File: config.mk
export PLATFORM = sky130hd
export DESIGN_NAME = neuron_mac
export DESIGN_NICKNAME = d
export VERILOG_FILES = /design/src/rtl/fnn_pkg.sv /design/src/rtl/fxp_saturate.sv /design/src/rtl/neuron_mac.sv
export SDC_FILE = /design/constraint.sdc
export NUM_CORES = 1
export LEC_CHECK = 0
export BUFFER_PORTS_ARGS = -buffer_cell sky130_fd_sc_hd__buf_2
export CORE_MARGIN = 2
export CORE_UTILIZATION = 45
export CTS_CLUSTER_DIAMETER = 40
export DETAILED_ROUTE_END_ITERATION = 16
export REMOVE_ABC_BUFFERS = 1
export SYNTH_ARGS = -nofsm -noshare
export SYNTH_HDL_FRONTEND = slang
export SYNTH_SLANG_ARGS = --single-unit
File: constraint.sdc
create_clock -name clk -period 14.9 [get_ports clk]
set_clock_uncertainty 0.05 [all_clocks]
set_input_delay 2.98 -clock clk [delete_from_list [all_inputs] [get_ports clk]]
set_output_delay 2.98 -clock clk [all_outputs]
set_load 0.02 [all_outputs]
File: src/rtl/fnn_pkg.sv
// Shared types and defaults for the fully-connected neuron datapath.
package fnn_pkg;

  localparam int DEF_DATA_W    = 16;
  localparam int DEF_FRAC_BITS = 12;

  typedef logic signed [DEF_DATA_W-1:0] fxp_t;

  typedef enum logic [2:0] {
    IDLE,
    ACCUM,
    DRAIN,
    RESULT,
    DONE
  } neuron_state_t;

endpackage

File: src/rtl/fxp_saturate.sv
// Combinational bias-add, arithmetic rescale and clamp from accumulator width to DATA_W.
// Optional ReLU on the clamped result when NEURON_RELU_EN is defined.
module fxp_saturate #(
  parameter int                       ACC_W     = 37,
  parameter int                       DATA_W    = 16,
  parameter int                       FRAC_BITS = 12,
  parameter logic signed [DATA_W-1:0] BIAS      = '0
) (
  input  logic signed [ACC_W-1:0]  acc,
  output logic signed [DATA_W-1:0] y
);

  // One extra bit so the bias add cannot wrap.
  localparam int SUM_W = ACC_W + 1;

  localparam logic signed [SUM_W-1:0] Y_MAX = {{(SUM_W-DATA_W+1){1'b0}}, {(DATA_W-1){1'b1}}};
  localparam logic signed [SUM_W-1:0] Y_MIN = {{(SUM_W-DATA_W+1){1'b1}}, {(DATA_W-1){1'b0}}};
  localparam logic signed [SUM_W-1:0] BIAS_Q =
    {{(SUM_W-DATA_W){BIAS[DATA_W-1]}}, BIAS} <<< FRAC_BITS;

  logic signed [SUM_W-1:0]  acc_ext;
  logic signed [SUM_W-1:0]  sum;
  logic signed [SUM_W-1:0]  shifted;
  logic signed [DATA_W-1:0] sat;

  assign acc_ext = {acc[ACC_W-1], acc};
  assign sum     = acc_ext + BIAS_Q;
  assign shifted = sum >>> FRAC_BITS;

  // NOTE: every output of a combinational block gets a default first, so no path infers a latch.
  always_comb begin
    sat = shifted[DATA_W-1:0];
    if (shifted > Y_MAX) begin
      sat = {1'b0, {(DATA_W-1){1'b1}}};
    end else if (shifted < Y_MIN) begin
      sat = {1'b1, {(DATA_W-1){1'b0}}};
    end
  end

`ifdef NEURON_RELU_EN
  assign y = sat[DATA_W-1] ? '0 : sat;
`else
  assign y = sat;
`endif

endmodule

File: src/rtl/neuron_mac.sv
// Single fully-connected neuron: streams activations, fetches weights, MACs, biases and saturates.
// Build option NEURON_RELU_EN clamps negative results to zero (handled in fxp_saturate).
module neuron_mac
  import fnn_pkg::*;
#(
  parameter int                       NUM_WEIGHT = 30,
  parameter int                       DATA_W     = DEF_DATA_W,
  parameter int                       FRAC_BITS  = DEF_FRAC_BITS,
  parameter logic signed [DATA_W-1:0] BIAS       = '0,
  parameter int                       ADDR_W     = $clog2(NUM_WEIGHT)
) (
  input  logic                     clk,
  input  logic                     rst,
  input  logic signed [DATA_W-1:0] x_in,
  input  logic                     x_valid,
  output logic                     x_ready,
  output logic                     w_ren,
  output logic [ADDR_W-1:0]        w_radd,
  input  logic signed [DATA_W-1:0] w_data,
  output logic signed [DATA_W-1:0] y_out,
  output logic                     y_valid,
  input  logic                     y_ready
);

  localparam int PROD_W = 2 * DATA_W;
  localparam int ACC_W  = PROD_W + $clog2(NUM_WEIGHT);
  localparam logic [ADDR_W-1:0] LAST_IDX = ADDR_W'(NUM_WEIGHT - 1);

  neuron_state_t state, next_state;

  logic                     drain_cnt;
  logic [ADDR_W-1:0]        idx;
  logic                     accept;
  logic                     last_accept;
  logic                     x_d_valid;
  logic                     prod_valid;
  logic signed [DATA_W-1:0] x_d;
  logic signed [PROD_W-1:0] prod;
  logic signed [ACC_W-1:0]  prod_ext;
  logic signed [ACC_W-1:0]  acc;
  logic signed [DATA_W-1:0] sat_y;

  assign x_ready     = ((state == IDLE) || (state == ACCUM)) && !rst;
  assign accept      = x_valid && x_ready;
  assign last_accept = accept && (idx == LAST_IDX);
  assign w_ren       = accept;
  assign w_radd      = idx;
  assign y_valid     = (state == DONE);
  assign prod_ext    = {{(ACC_W-PROD_W){prod[PROD_W-1]}}, prod};

  always_comb begin
    next_state = state;
    unique case (state)
      IDLE:    if (last_accept) next_state = DRAIN;
               else if (accept) next_state = ACCUM;
      ACCUM:   if (last_accept) next_state = DRAIN;
      DRAIN:   if (drain_cnt)   next_state = RESULT;
      RESULT:                   next_state = DONE;
      DONE:    if (y_ready)     next_state = IDLE;
      default:                  next_state = IDLE;
    endcase
  end

  // NOTE: sequential state uses non-blocking assignments so every register samples pre-edge values.
  always_ff @(posedge clk or posedge rst) begin
    if (rst) begin
      state      <= IDLE;
      drain_cnt  <= 1'b0;
      idx        <= '0;
      x_d_valid  <= 1'b0;
      prod_valid <= 1'b0;
      acc        <= '0;
      y_out      <= '0;
    end else begin
      state      <= next_state;
      drain_cnt  <= (state == DRAIN) ? ~drain_cnt : 1'b0;
      x_d_valid  <= accept;
      prod_valid <= x_d_valid;
      if (accept) begin
        idx <= last_accept ? '0 : idx + 1'b1;
      end
      if ((state == DONE) && y_ready) begin
        acc <= '0;
      end else if (prod_valid) begin
        acc <= acc + prod_ext;
      end
      if (state == RESULT) begin
        y_out <= sat_y;
      end
    end
  end

  // NOTE: datapath registers carry no reset; their valid bits above already gate every use.
  always_ff @(posedge clk) begin
    if (accept) begin
      x_d <= x_in;
    end
    if (x_d_valid) begin
      prod <= x_d * w_data;
    end
  end

  fxp_saturate #(
    .ACC_W     (ACC_W),
    .DATA_W    (DATA_W),
    .FRAC_BITS (FRAC_BITS),
    .BIAS      (BIAS)
  ) u_sat (
    .acc (acc),
    .y   (sat_y)
  );

endmodule
==> impl_metrics.json <==
{
  "status": "finished, final reports clean",
  "via_count": 11000,
  "fin_crit_sh_pct": 60.0,
  "synth_cell_types": 61,
  "rsz0062_at_grt": "false",
  "via_per_inst": 5.12,
  "synth_edf_count": 48,
  "track_usage_pct": 20.9,
  "core-area_sq_mm": 0.0345,
  "root_buffer": "clkbuf_16",
  "maxSlewHeadroom_pct": 31.8,
  "clkSinkCount": 112,
  "synth_compound_gate_area_share_pct": 9.50,
  "grt_pass1_wl_mm": 59.9,
  "clk_latency_ns": 0.38,
  "setup_viol": 0,
  "cap_violations": 0,
  "path_clk_slew_ns": 0.10,
  "fill_cells": 3290,
  "multi_input_area_sq_mm": 0.0112,
  "synth_top_family_by_area": "adder cells",
  "synth_mux_area_share_pct": 1.41,
  "area.growth.synth_to_final_pct": 6.52,
  "yosys.area_share.xor_xnor_pct": 3.67,
  "synthMostInstantiatedCell": "inv_1",
  "cts_resized": 0,
  "grt_pass1_vias": 11400,
  "ys_ff_latch": 112,
  "io_buffers": 59,
  "finalWeightedCongestion": 0.889,
  "post_cts_buffers": 0,
  "die_h_um": 191,
  "start_util_pct": 45.6,
  "finalHoldViolCount": 0,
  "crit_chain": "buf_2 > nand2_1 > fa_1 > fa_1 > inv_1 > fa_1 > fa_1 > fa_1 > inv_1 > fa_1 > inv_1 > ha_1 > and3_1 > a221o_1 > a21oi_1 > o31ai_1 > a211o_1 > a21oi_1 > xnor2_1",
  "wl_per_cell_um": 16.6,
  "ys.flop_type": "dfrtp_1",
  "layout_min_cycle_time_ns": 8.94,
  "yosys.area_share.simple_pct": 13.8,
  "routed_wl_mm": 35.6,
  "syn_inst": 1661,
  "seq_area_frac_synth_pct": 19.3,
  "htreeDepth": 3,
  "fin_setup_tns_ns": 0,
  "rows": 68,
  "worstMarginPinSlew_ns": 1.02,
  "synth.top_cell.area_share_pct": 33.4,
  "clock_path_buffers": 2,
  "diodes": 0,
  "ys_async_sr_fraction_pct": 57.1,
  "synth_warnings": 0,
  "crit_arrival_ns": 9.02,
  "first_pass_iters": 5,
  "overflow": 0,
  "yosysTopAreaCell": "fa_1",
  "crit_type": "input pin to flip-flop",
  "drive_above_1_share_pct": 5.85,
  "maxSlewViolCount": 0,
  "die_w_um": 191,
  "cts_buffers": 9,
  "ant_nets": 0,
  "nets": 2107,
  "end_kind": "flip-flop",
  "drt_iter0_drc": 696,
  "synthTopCellsByArea": "fa_1 33%, dfrtp_1 10%, ha_1 9.5%, edfxtp_1 9.1%, inv_1 8.2%",
  "start_kind": "input pin",
  "crit_top_cell": "fa_1",
  "hold_path_class": "flip-flop to flip-flop",
  "remaining_drc_errors": 0,
  "ios": 60,
  "ys_top_cells_by_count": "343 x inv_1, 263 x fa_1, 179 x nand2_1, 122 x and2_1, 120 x ha_1",
  "fmaxAchievable_ghz": 0.112,
  "path_max_fanout": 16,
  "die_area_sq_mm": 0.0365,
  "syn-cell-area_sq_mm": 0.0158,
  "grt_max_degree": 65,
  "holdBufCountCts": 0,
  "dp_hpwl_mm": 28.5,
  "antenna_found_initial": 0,
  "max_stage_delay_ns": 0.76,
  "cts_tree": "done",
  "slowest_stage": "fa_1",
  "critPathRequiredTime_ns": 14.98,
  "regArea_sq_mm": 0.00304,
  "syn_avg_cell_area_sq_um": 9.49,
  "synth_adder_area_share_pct": 42.9
}
## layout by cell type (no fill, tap or decap), types with 33 or more instances in the layout
| master | Yosys | routed |
|---|---|---|
| buf_2 | 0 | 59 |
| dfrtp_1 | 64 | 64 |
| o21ai_0 | 33 | 33 |
| a21oi_1 | 76 | 76 |
| a21o_1 | 37 | 37 |
| fa_1 | 263 | 263 |
| inv_1 | 343 | 342 |
| nor2_1 | 88 | 88 |
| xnor2_1 | 45 | 45 |
| ha_1 | 120 | 120 |
| and2_1 | 122 | 122 |
| edfxtp_1 | 48 | 48 |
| nand2_1 | 179 | 179 |
## area by class of cell
| class | count | share of cell area (%) |
|---|---|---|
| flip-flops and latches | 112 | 18.1 |
| inverters | 344 | 7.69 |
| repair buffers | 66 | 2.07 |
| clock inverters | 7 | 0.432 |
| clock buffers | 9 | 1.34 |
| multi-input cells | 1155 | 66.9 |
| well taps | 455 | 3.39 |
## metrics by stage
| stage | cell area [sq um] | cells | hold WS (ns) | setup WS (ns) | utilization, % |
|---|---|---|---|---|---|
| after floorplan | 15600 | 1611 | 0.359 | 6.33 | - |
| after global placement | 16500 | 2132 | 0.375 | 5.66 | 47.7 |
| after detailed placement | 16500 | 2132 | 0.377 | 5.53 | 47.7 |
| after CTS | 16800 | 2148 | 0.395 | 5.96 | 48.6 |
| after global routing | 16800 | 2148 | 0.399 | 5.66 | 48.6 |
| final | 16800 | 2148 | 0.394 | 5.96 | 48.6 |
## per-layer routing
layer  track usage (%)  share of wire (%)
met3              2.42                4.0
met2              34.0                 46
met4              4.47                1.1
met5                 0                  0
met1              30.1                 49
## state kept, by name, summed over array words and instances (netlist names)
| name | cells |
|---|---|
| acc | 37 |
| prod | 32 |
| x_d | 16 |
| y_out | 16 |
| w_radd | 5 |
| state | 3 |
| drain_cnt | 1 |
| prod_valid | 1 |
| x_d_valid | 1 |
## worst max-delay path: cells and delay by family
family | cells | cell delay (ns)
AO/OA/AOI/OAI | 5 | 1.08
XOR/XNOR | 1 | 0.08
adder cells (fa/ha/maj) | 7 | 3.69
buffers and inverters | 4 | 0.79
AND/OR/NAND/NOR | 2 | 0.39
## path summary, 6_finish.rpt
path | start | to | slack [ns] | cells past startpoint
worst max-delay path | w_data[2] | prod[31]$_DFFE_PP_ | 5.96 | 19
worst min-delay path | drain_cnt$_DFF_PP0_ | drain_cnt$_DFF_PP0_ | 0.39 | 1
worst max register to register | x_d[15]$_DFFE_PP_ | prod[31]$_DFFE_PP_ | 8.04 | 18
worst min register to register | drain_cnt$_DFF_PP0_ | drain_cnt$_DFF_PP0_ | 0.39 | 1
max in group asynchronous | rst | acc[4]$_DFFE_PP0P_ | 11.43 | 3
min in group asynchronous | rst | state[0]$_DFFE_PP0P_ | 2.79 | 3
## cell families (layout without fill, tap and decap cells)
kind of cell,Yosys count,in the layout
AND/OR/NAND/NOR,455,455
AO/OA/AOI/OAI,229,229
multiplexers,22,22
XOR/XNOR,66,66
adder cells (fa/ha/maj),383,383
buffers and inverters,394,426
flip-flops,112,112
Power is not shown: default switching activity piles up to over one toggle a cycle in this logic, so the estimate is an artifact.
